<file path="config.mk">
export PLATFORM = sky130hd
export DESIGN_NAME = pipe_exmem_elastic
export DESIGN_NICKNAME = d
export VERILOG_FILES = /design/src/rtl/pipe_pkg.sv /design/src/rtl/pipe_payload_reg.sv /design/src/rtl/pipe_exmem_elastic.sv
export SDC_FILE = /design/constraint.sdc
export NUM_CORES = 1
export LEC_CHECK = 0
export BUFFER_PORTS_ARGS = -buffer_cell sky130_fd_sc_hd__buf_2
export CAP_MARGIN = 25
export CELL_PAD_IN_SITES_DETAIL_PLACEMENT = 0
export CELL_PAD_IN_SITES_GLOBAL_PLACEMENT = 1
export CORE_MARGIN = 1
export CORE_UTILIZATION = 36
export DETAILED_ROUTE_END_ITERATION = 10
export PLACE_DENSITY_LB_ADDON = 0.05
export SLEW_MARGIN = 10
export SYNTH_ARGS = -nofsm -noshare
export SYNTH_HDL_FRONTEND = slang
export SYNTH_SLANG_ARGS = --single-unit
</file>
<file path="constraint.sdc">
create_clock -name clk -period 1.6 [get_ports clk]
set_input_delay 0.16 -clock clk [delete_from_list [all_inputs] [get_ports clk]]
set_output_delay 0.16 -clock clk [all_outputs]
set_load 0.02 [all_outputs]
</file>
<file path="src/rtl/pipe_pkg.sv">
// Shared width defaults and state encoding for the EX/MEM elastic pipeline stage.
package pipe_pkg;

   localparam int DEF_DATAPATH_WIDTH     = 64;
   localparam int DEF_REGFILE_ADDR_WIDTH = 5;
   localparam int DEF_INST_ADDR_WIDTH    = 9;
   localparam int DEF_CTRL_WIDTH         = 2;

   typedef enum logic [1:0] {
      EMPTY = 2'd0,
      ONE   = 2'd1,
      FULL  = 2'd2
   } pipe_state_e;

endpackage

</file>
<file path="src/rtl/pipe_payload_reg.sv">
// Width-parametrised payload register with load enable and synchronous active-low clear.
module pipe_payload_reg #(
   parameter int WIDTH = 8
) (
   input  logic             clk,
   input  logic             clear_n,
   input  logic             load,
   input  logic [WIDTH-1:0] d,
   output logic [WIDTH-1:0] q
);

   // Payload storage: clears to zero, otherwise only changes on load
   always_ff @(posedge clk) begin
      if (!clear_n) begin
         q <= {WIDTH{1'b0}};
      end else if (load) begin
         q <= d;
      end else begin
         q <= q;
      end
   end

endmodule

</file>
<file path="src/rtl/pipe_exmem_elastic.sv">
// EX/MEM 2-entry elastic buffer: main register feeds MEM, skid register absorbs one stalled beat.
module pipe_exmem_elastic
   import pipe_pkg::*;
#(
   parameter int DATAPATH_WIDTH     = DEF_DATAPATH_WIDTH,
   parameter int REGFILE_ADDR_WIDTH = DEF_REGFILE_ADDR_WIDTH,
   parameter int INST_ADDR_WIDTH    = DEF_INST_ADDR_WIDTH,
   parameter int CTRL_WIDTH         = DEF_CTRL_WIDTH
) (
   input  logic                          clk,
   input  logic                          reset_n,
   input  logic                          flush,
   input  logic                          in_valid,
   output logic                          in_ready,
   input  logic [INST_ADDR_WIDTH-1:0]    pc_in,
   input  logic [DATAPATH_WIDTH-1:0]     accum_in,
   input  logic [DATAPATH_WIDTH-1:0]     store_data_in,
   input  logic [REGFILE_ADDR_WIDTH-1:0] WR_addr_in,
   input  logic [CTRL_WIDTH-1:0]         ctrl_in,
   output logic                          out_valid,
   input  logic                          out_ready,
   output logic [INST_ADDR_WIDTH-1:0]    pc_out,
   output logic [DATAPATH_WIDTH-1:0]     accum_out,
   output logic [DATAPATH_WIDTH-1:0]     store_data_out,
   output logic [REGFILE_ADDR_WIDTH-1:0] WR_addr_out,
   output logic [CTRL_WIDTH-1:0]         ctrl_out,
   output logic [1:0]                    occupancy
);

   localparam int PAYLOAD_W = INST_ADDR_WIDTH + 2 * DATAPATH_WIDTH + REGFILE_ADDR_WIDTH + CTRL_WIDTH;

   pipe_state_e          state_r;
   pipe_state_e          state_nxt_s;
   logic                 main_load_s;
   logic                 skid_load_s;
   logic                 main_from_skid_s;
   logic [PAYLOAD_W-1:0] in_payload_s;
   logic [PAYLOAD_W-1:0] main_d_s;
   logic [PAYLOAD_W-1:0] main_q_s;
   logic [PAYLOAD_W-1:0] skid_q_s;

   assign in_payload_s = {pc_in, accum_in, store_data_in, WR_addr_in, ctrl_in};
   assign main_d_s     = main_from_skid_s ? skid_q_s : in_payload_s;
   assign {pc_out, accum_out, store_data_out, WR_addr_out, ctrl_out} = main_q_s;

   // Next-state and load decode; flush wins over every handshake and blocks all loads
   always_comb begin
      state_nxt_s      = state_r;
      main_load_s      = 1'b0;
      skid_load_s      = 1'b0;
      main_from_skid_s = 1'b0;
      if (flush) begin
         state_nxt_s = EMPTY;
      end else begin
         case (state_r)
            EMPTY: begin
               if (in_valid) begin
                  main_load_s = 1'b1;
                  state_nxt_s = ONE;
               end else begin
                  state_nxt_s = EMPTY;
               end
            end
            ONE: begin
               if (in_valid && out_ready) begin
                  main_load_s = 1'b1;
                  state_nxt_s = ONE;
               end else if (in_valid) begin
                  skid_load_s = 1'b1;
                  state_nxt_s = FULL;
               end else if (out_ready) begin
                  state_nxt_s = EMPTY;
               end else begin
                  state_nxt_s = ONE;
               end
            end
            FULL: begin
               if (out_ready) begin
                  main_load_s      = 1'b1;
                  main_from_skid_s = 1'b1;
                  state_nxt_s      = ONE;
               end else begin
                  state_nxt_s = FULL;
               end
            end
            default: begin
               state_nxt_s = EMPTY;
            end
         endcase
      end
   end

   // State plus registered handshake/occupancy outputs, so out_ready never reaches in_ready
   always_ff @(posedge clk) begin
      if (!reset_n) begin
         state_r   <= EMPTY;
         out_valid <= 1'b0;
         in_ready  <= 1'b1;
         occupancy <= 2'd0;
      end else begin
         state_r   <= state_nxt_s;
         out_valid <= (state_nxt_s != EMPTY);
         in_ready  <= (state_nxt_s != FULL);
         occupancy <= state_nxt_s;
      end
   end

   pipe_payload_reg #(.WIDTH(PAYLOAD_W)) u_main (
      .clk     (clk),
      .clear_n (reset_n),
      .load    (main_load_s),
      .d       (main_d_s),
      .q       (main_q_s)
   );

   pipe_payload_reg #(.WIDTH(PAYLOAD_W)) u_skid (
      .clk     (clk),
      .clear_n (reset_n),
      .load    (skid_load_s),
      .d       (in_payload_s),
      .q       (skid_q_s)
   );

endmodule

</file>
# [Word level (Yosys, flattened, before mapping)]
# Index checks and enable logic that the tools add are counted.
# Widths: inputs -> output; s select.
[word_totals] register_bits=292 word_cells=29
[op_classes] n_reduce_logical=3 eq_ne=3 mux=18
[op_table] cell="$mux 144" n=1
[op_table] cell="$mux 1" n=11
[op_table] cell="$mux 2" n=4
[op_table] cell="$pmux 2 s3" n=1
[op_table] cell="$pmux 1 s3" n=1
[op_table] cell="$eq 2x1->1 const B" n=1
[op_table] cell="$eq 2x2->1 const B" n=1
[op_table] cell="$logic_not 2->1" n=1
[op_table] cell="$ne 2x2->1 const B" n=1
[op_table] cell="$reduce_bool 2->1" n=1
[op_table] cell="$logic_and 1x1->1" n=1

# [Longest topological paths before layout]
# Gate-level depths: netlist of the first run.
[depth] depth_word=6 depth_mapped=8 ltp_nobuf=5

# [By module]
# A second synthesis of the first run with hierarchy kept.
[unflattened] cells_unflattened=1111 area_unflattened_um2=13026.2
[modules_own_cells] module="pipe_payload_reg" seq_area_each_um2=2882.8 area_each_um2=5434.0 cells_per_inst=464 instances=2
[modules_own_cells] module="pipe_exmem_elastic" seq_area_each_um2=80.1 area_each_um2=2158.3 cells_per_inst=183 instances=1

# [Worst setup path before layout of the first run]
# Ideal clock, no wire load.
[synth_path] path_type="reg-to-reg" from="reg state_r[0]" to="reg u_main.q[100]" t_arrival_ns=1.682 path_slack_ns=-0.228 path_stages_with_launch=8 n_path_buf=4 period_less_slack_ns=1.828 setup_time_ns=0.146 cell_sequence="dfxtp_1 buf_6 mux2_4 buf_6 buf_2 clkbuf_1 a211oi_1 a211oi_2"
[synth_via] elab_chain_len=4
[synth_rtl] element="start, declared" line="pipe_exmem_elastic.sv:32" source="pipe_state_e state_r;"
[synth_rtl] element="start signal, assigned" line="pipe_exmem_elastic.sv:101" source="state_r <= state_nxt_s;"
[synth_rtl] element="$eq 2x2->1" line="pipe_exmem_elastic.sv:55" source="case (state_r)"
[synth_rtl] element="$mux 1" line="pipe_exmem_elastic.sv:55"
[synth_rtl] element="$mux 1" line="pipe_exmem_elastic.sv:52" source="if (flush) begin"
[synth_rtl] element="$mux 144" line="pipe_exmem_elastic.sv:43" source="assign main_d_s = main_from_skid_s ? skid_q_s : in_payload_s;"
[synth_rtl] element="end signal, assigned" line="pipe_payload_reg.sv:15" source="q <= {WIDTH{1'b0}};"
[synth_rtl] element="end signal, assigned" line="pipe_payload_reg.sv:19" source="q <= q;"
[synth_rtl] element="end, declared" line="pipe_payload_reg.sv:9" source="output logic [WIDTH-1:0] q"
# Several ways; a longest one is shown, not always the timed one.
# A chain may end at the register's enable or synchronous reset.

# [Final worst setup path of the first run]
[layout_path] from="reg state_r[0]" to="reg u_main.q[117]"
# Same word-level chain as after synthesis.

==> results.sh, run 1 <==
export IMPL_ant_nets=0
export IMPL_hold_class="primary input to flip-flop"
export IMPL_maxSlewHeadroom_pct=71.8
export IMPL_layout_drive_gt1_share_pct=31.4
export IMPL_grt_overflow=0
export IMPL_root_buffer="clkbuf_16"
export IMPL_synth_fa_ha_area_share_pct=0.207
export IMPL_design_die_area_um2=34300
export IMPL_arrival_ns=1.95
export IMPL_drt_initial_drc_count=588
export IMPL_die_w_um=185
export IMPL_cts_made_buffers=35
export IMPL_area_growth_pct=48.2
export IMPL_finalCritPeriodShare_pct=98.5
export IMPL_clkLatencyLatePin_ns=0.50
export IMPL_fin_util_pct=54.6
export IMPL_max_cap_viol_count=0
export IMPL_p_sw_mw=4.66
export IMPL_synth_top_family_by_area="compound AO/OA/AOI/OAI gates"
export IMPL_peakVddDrop_mv=0.721
export IMPL_fin_ws_ns=0.0244
export IMPL_finClkSkew_ns=0.00768
export IMPL_drc=0
export IMPL_required_ns=1.98
export IMPL_firstDrtPassIters=4
export IMPL_synth_compound_area_share_pct=35.6
export IMPL_maxSlewViolCount=0
export IMPL_max_stage_delay_ns=0.37
export IMPL_worstSetupEndpointType="flip-flop"
export IMPL_critPathMostFrequentCell="buf_12"
export IMPL_synth_mux_area_share_pct=0.218
export IMPL_dpl_worst_slack_ns=-0.0808
export IMPL_nets=1919
export IMPL_ios=297
export IMPL_clk_pin_slew_ns=0.06
export IMPL_fp_row_count=66
export IMPL_rsz0062_at_grt="yes"
export IMPL_power_frac_comb_pct=14.3
export IMPL_ys_types=27
export IMPL_grt_max_degree=60
export IMPL_worstMarginPinSlew_ns=0.424
export IMPL_die_y_um=185
export IMPL_layout_commonest_cell="buf_2"
export IMPL_yosysWarnings=0
export IMPL_layout_min_cycle_time_ns=1.58
export IMPL_grt_pass1_vias=11500
export IMPL_routed_via_count=11900
export IMPL_p_sw_share_pct=25.6
export IMPL_p_leak_nw=7.08
export IMPL_synth_cells=1337
export IMPL_yosysSeqAreaShare_pct=48.4
export IMPL_place_congestion=0.751
export IMPL_ctsHtreeMaxLevel=2
export IMPL_status="finished clean"
export IMPL_cts_sinks=292
export IMPL_coreArea_um2=32800
export IMPL_dp_hpwl_um=26400
export IMPL_worst_setup_path_type="flip-flop to flip-flop"
export IMPL_antenna_found_initial=3
export IMPL_yosys_area_share_simple_pct=9.65
export IMPL_worstPathCellList="nor4bb_4 -> buf_6 -> a21o_4 -> buf_12 -> buf_12 -> a211oi_2"
export IMPL_pwr_density_cell_nw_per_um2=1020
export IMPL_p_clk_share_pct=43.0
export IMPL_routedWlPerCell_um=18.7
export IMPL_ys_ff_latch=292
export IMPL_finalSetupViolations=0
export IMPL_p_int_mw=13.5
export IMPL_grt_first_pass_wirelength_um=64300
export IMPL_synthesis_area_um2=12100
export IMPL_cp_slowest_cell="dfxtp_4"
export IMPL_layout_common_cells="296 x buf_2, 290 x dfxtp_1, 288 x nand2_1"
export IMPL_cp_max_fo=12
export IMPL_yosys_area_share_xor_xnor_pct=0
export IMPL_initial_utilization_pct=36.8
export IMPL_multi_input_area_um2=5730
export IMPL_start_kind="flip-flop"
export IMPL_detail_route_vias_per_cell=5.32
export IMPL_port_buffers=296
export IMPL_syn_nets=1488
export IMPL_cts_buffer_depth=3
export IMPL_hold_violations=0
export IMPL_layout_area_seq_um2=5850
export IMPL_track_usage_pct=23.6
export IMPL_fmax_mhz=635
export IMPL_pwr_share_seq_pct=42.7
export IMPL_wirelength_um=41800
export IMPL_n_fill_cell=2987
export IMPL_cts_tree="built"
export IMPL_avgSynthCellArea_um2=9.03
==> critical path, delay by kind of cell (launching register included) <==
family	cells	cell delay, ns
AND/OR/NAND/NOR	1	0.33
buffers and inverters	3	0.50
flip-flops	1	0.37
AO/OA/AOI/OAI	2	0.24
==> registers in the layout (all words and copies together) (netlist names) <==
name / cells
u_main.q: 144
state_r: 2
out_valid: 1
in_ready: 1
u_skid.q: 144
==> Yosys cell counts <==
cell	count	area share, %
a31oi_1	1	0.052
nand2b_1	1	0.052
nor4bb_1	2	0.17
buf_1	6	0.19
nand3b_1	1	0.062
nand4bb_1	2	0.19
a21oi_1	146	6.1
a22oi_1	144	9.0
nor2_2	1	0.052
nor2_1	1	0.031
buf_6	10	0.93
and3b_1	1	0.073
buf_2	17	0.70
clkbuf_1	123	3.8
o21ai_0	1	0.041
buf_4	3	0.19
nand2_1	288	9.0
ha_1	2	0.21
a211oi_1	228	14
inv_1	2	0.062
mux2_4	1	0.12
or3b_2	1	0.073
a21o_1	1	0.062
mux2_2	1	0.093
a211oi_2	60	6.2
dfxtp_1	292	48
inv_2	1	0.031
==> cells by family (layout without fill, tap and decap cells) <==
| logic type | count (synthesis) | after routing |
|---|---|---|
| AND/OR/NAND/NOR | 298 | 298 |
| other | 0 | 2 |
| multiplexers | 2 | 2 |
| adder cells (fa/ha/maj) | 2 | 2 |
| buffers and inverters | 162 | 617 |
| flip-flops | 292 | 292 |
| AO/OA/AOI/OAI | 581 | 581 |
==> layout make-up <==
type	count	area share, %
well taps	442	3.09
clock inverters	10	0.573
repair buffers	553	25.7
flip-flops and latches	292	32.7
diodes	2	0.0280
multi-input cells	883	32.0
clock buffers	51	5.75
inverters	3	0.105
==> stage by stage <==
stage               power (mW)  setup TNS (ns)  hold slack (ns)  cell area (um2)  cells
finish                    18.2               0           0.0331            17900   2236
global route              19.0           -3.47           0.0355            17900   2235
CTS                       18.4               0           0.0121            17600   2230
detailed placement        10.2           -3.84            0.418            15000   2023
global placement          10.2          -0.360            0.411            15000   2023
floorplan                 9.21           -7.15            0.276            12100   1337
==> per-layer routing <==
layer / wire, um / up-vias / global-route usage [%] / share of wire (%)
met4: 827 / 4 / 6.25 / 2.0
met1: 18500 / 5682 / 31.2 / 44
met2: 19900 / 323 / 38.8 / 48
li1: - / 5832 / - / -
met3: 2510 / 58 / 4.72 / 6.0
met5: 25 / - / 0 / 0.060
==> power groups by stage <==
| stage | Clock, mW | Sequential (mW) | Combinational (mW) |
|---|---|---|---|
| after floorplan | 0 | 8.21 | 0.998 |
| after global placement | 0 | 7.91 | 2.27 |
| after detailed placement | 0 | 7.91 | 2.29 |
| after CTS | 8.04 | 7.76 | 2.57 |
| after global routing | 8.37 | 7.79 | 2.81 |
| final | 7.82 | 7.76 | 2.61 |
==> worst paths after layout <==
check / start / to / slack, ns / cells after the start
worst min register to register: u_skid.q[60] / u_skid.q[60] / 0.45 / 2
worst max-delay path: state_r[0] / u_main.q[117] / 0.02 / 6
worst max register to register: state_r[0] / u_main.q[117] / 0.02 / 6
worst min-delay path: reset_n / state_r[0] / 0.03 / 3
==> timing repair <==
item                                    CTS  global route
pin swaps                                 1            23
gates cloned                              0             4
gates resized for setup                   0            36
endpoints found under the setup margin  106           149
endpoints found under the hold margin   144             0
hold buffers                            144             0
setup buffers                             2             1
Power figures use the tool's default switching activity.
==> run 2: changes to the inputs <==
Settings changed: CORE_UTILIZATION 36 to 37, CTS_BUF_LIST set to sky130_fd_sc_hd__clkbuf_8.
==> results.sh, run 2 (same netlist as run 1, synthesis figures left out) <==
export IMPL_status="finished, violations left"
export IMPL_violations="negative setup slack"
export IMPL_cts_tree="built"
export IMPL_p_sw_share_pct=28.0
export IMPL_p_clk_share_pct=36.9
export IMPL_max_cap_viol_count=0
export IMPL_area_growth_pct=43.5
export IMPL_layout_min_cycle_time_ns=1.60
export IMPL_maxSlewHeadroom_pct=64.3
export IMPL_placed_cells=1981
export IMPL_initial_utilization_pct=38.0
export IMPL_start_kind="flip-flop"
export IMPL_drc=0
export IMPL_ant_nets=0
export IMPL_max_stage_delay_ns=0.37
export IMPL_layout_drive_gt1_share_pct=31.8
export IMPL_detail_route_vias_per_cell=5.36
export IMPL_finalCritPeriodShare_pct=100
export IMPL_required_ns=2.05
export IMPL_pwr_share_seq_pct=47.3
export IMPL_worstPathCellList="nor4bb_4 -> buf_4 -> a21o_4 -> buf_16 -> a211oi_1"
export IMPL_firstDrtPassIters=5
export IMPL_pwr_density_cell_nw_per_um2=948
export IMPL_grt_pass1_vias=11400
export IMPL_maxSlewViolCount=0
export IMPL_worstSetupEndpointType="flip-flop"
export IMPL_cts_made_buffers=51
export IMPL_antenna_found_initial=3
export IMPL_hold_class="primary input to flip-flop"
export IMPL_root_buffer="clkbuf_8"
export IMPL_grt_overflow=0
export IMPL_power_total_mw=16.4
export IMPL_drt_initial_drc_count=622
export IMPL_cts_sinks=292
export IMPL_clk_pin_slew_ns=0.06
export IMPL_cp_max_fo=38
export IMPL_peakVddDrop_mv=0.596
export IMPL_die_y_um=183
export IMPL_arrival_ns=2.05
export IMPL_port_buffers=296
export IMPL_layout_common_cells="296 x buf_2, 290 x dfxtp_1, 288 x nand2_1"
export IMPL_cts_buffer_depth=3
export IMPL_wirelength_um=41900
export IMPL_grt_max_degree=61
export IMPL_cp_slowest_cell="dfxtp_4"
export IMPL_rsz0062_at_grt="yes"
export IMPL_p_int_mw=11.8
export IMPL_design_die_area_um2=33300
export IMPL_top_regs="u_main.q: 144 flops, u_skid.q: 144 flops, state_r: 2 flops"
export IMPL_die_w_um=183
export IMPL_ctsHtreeMaxLevel=2
export IMPL_p_leak_nw=6.85
export IMPL_fin_util_pct=54.5
export IMPL_track_usage_pct=23.6
export IMPL_r2r_slack_ns=-0.002
export IMPL_nets=1907
export IMPL_fp_row_count=65
export IMPL_finClkSkew_ns=0.0170
export IMPL_place_congestion=0.767
export IMPL_dpl_worst_slack_ns=-0.0440
export IMPL_ios=297
export IMPL_fin_cells=2218
export IMPL_fin_ws_ns=-0.00150
export IMPL_fmax_mhz=624
export IMPL_layout_commonest_cell="buf_2"
export IMPL_dp_hpwl_um=24700
export IMPL_power_frac_comb_pct=15.8
export IMPL_hold_violations=0
export IMPL_worstMarginPinSlew_ns=0.535
export IMPL_coreArea_um2=31800
export IMPL_clkLatencyLatePin_ns=0.58
export IMPL_worst_setup_path_type="flip-flop to flip-flop"
export IMPL_finalSetupViolations=1
export IMPL_routed_via_count=11900
export IMPL_p_sw_mw=4.60
export IMPL_grt_first_pass_wirelength_um=63300
export IMPL_routedWlPerCell_um=18.9
-- run 2: final timing paths --
check,from,end,depth (start not counted)
setup / recovery,state_r[0],u_main.q[24],5
hold / removal,in_valid,state_r[0],4
setup reg to reg,state_r[0],u_main.q[24],5
hold reg to reg,u_skid.q[28],u_skid.q[28],2
-- run 2: layout make-up --
class	instances	area, um2
well taps	435	544
flip-flops and latches	292	5850
repair buffers	525	4170
fillers	2962	14500
inverters	3	18.8
clock buffers	55	757
multi-input cells	883	5880
diodes	1	2.50
clock inverters	24	100
-- run 2: metrics by stage --
stage               cell area (um2)  setup TNS, ns  hold slack, ns
global placement              14500              0           0.411
detailed placement            14500         -0.697           0.419
floorplan                     12100          -7.15           0.276
CTS                           16900        -0.0399          0.0517
global route                  17300          -2.99          0.0890
finish                        17300       -0.00150          0.0754
-- run 2: timing repair --
action | 4_1_cts | 5_1_grt
setup endpoints to repair | 37 | 164
cloned | 0 | 5
hold endpoints to repair | 287 | 0
buffers inserted | 0 | 4
pin swaps | 1 | 26
hold buffers | 148 | 0
resized for setup | 0 | 63
-- run 2: layer usage --
metal	vias up	wire, um	track usage, %
met3	70	2560	5.27
met1	5679	19000	31.7
met2	340	19400	37.8
met5	-	23	0
li1	5787	-	-
met4	4	940	7.06
-- run 2: power by group through the flow --
| stage | sequential, mW | combinational, mW | clock [mW] |
|---|---|---|---|
| 6_report | 7.77 | 2.59 | 6.07 |
| 5_1_grt | 7.80 | 2.78 | 6.59 |
| 4_1_cts | 7.76 | 2.50 | 6.27 |
| 3_5_place_dp | 7.91 | 2.21 | 0 |
| 3_3_place_gp | 7.91 | 2.19 | 0 |
| 2_1_floorplan | 8.21 | 0.998 | 0 |
-- run 2: worst max-delay path: cells and delay by family, from the launching register on --
| kind | cells | cell delay [ns] |
|---|---|---|
| buf+inv | 2 | 0.46 |
| flops | 1 | 0.37 |
| compound gates | 2 | 0.33 |
| simple gates | 1 | 0.30 |
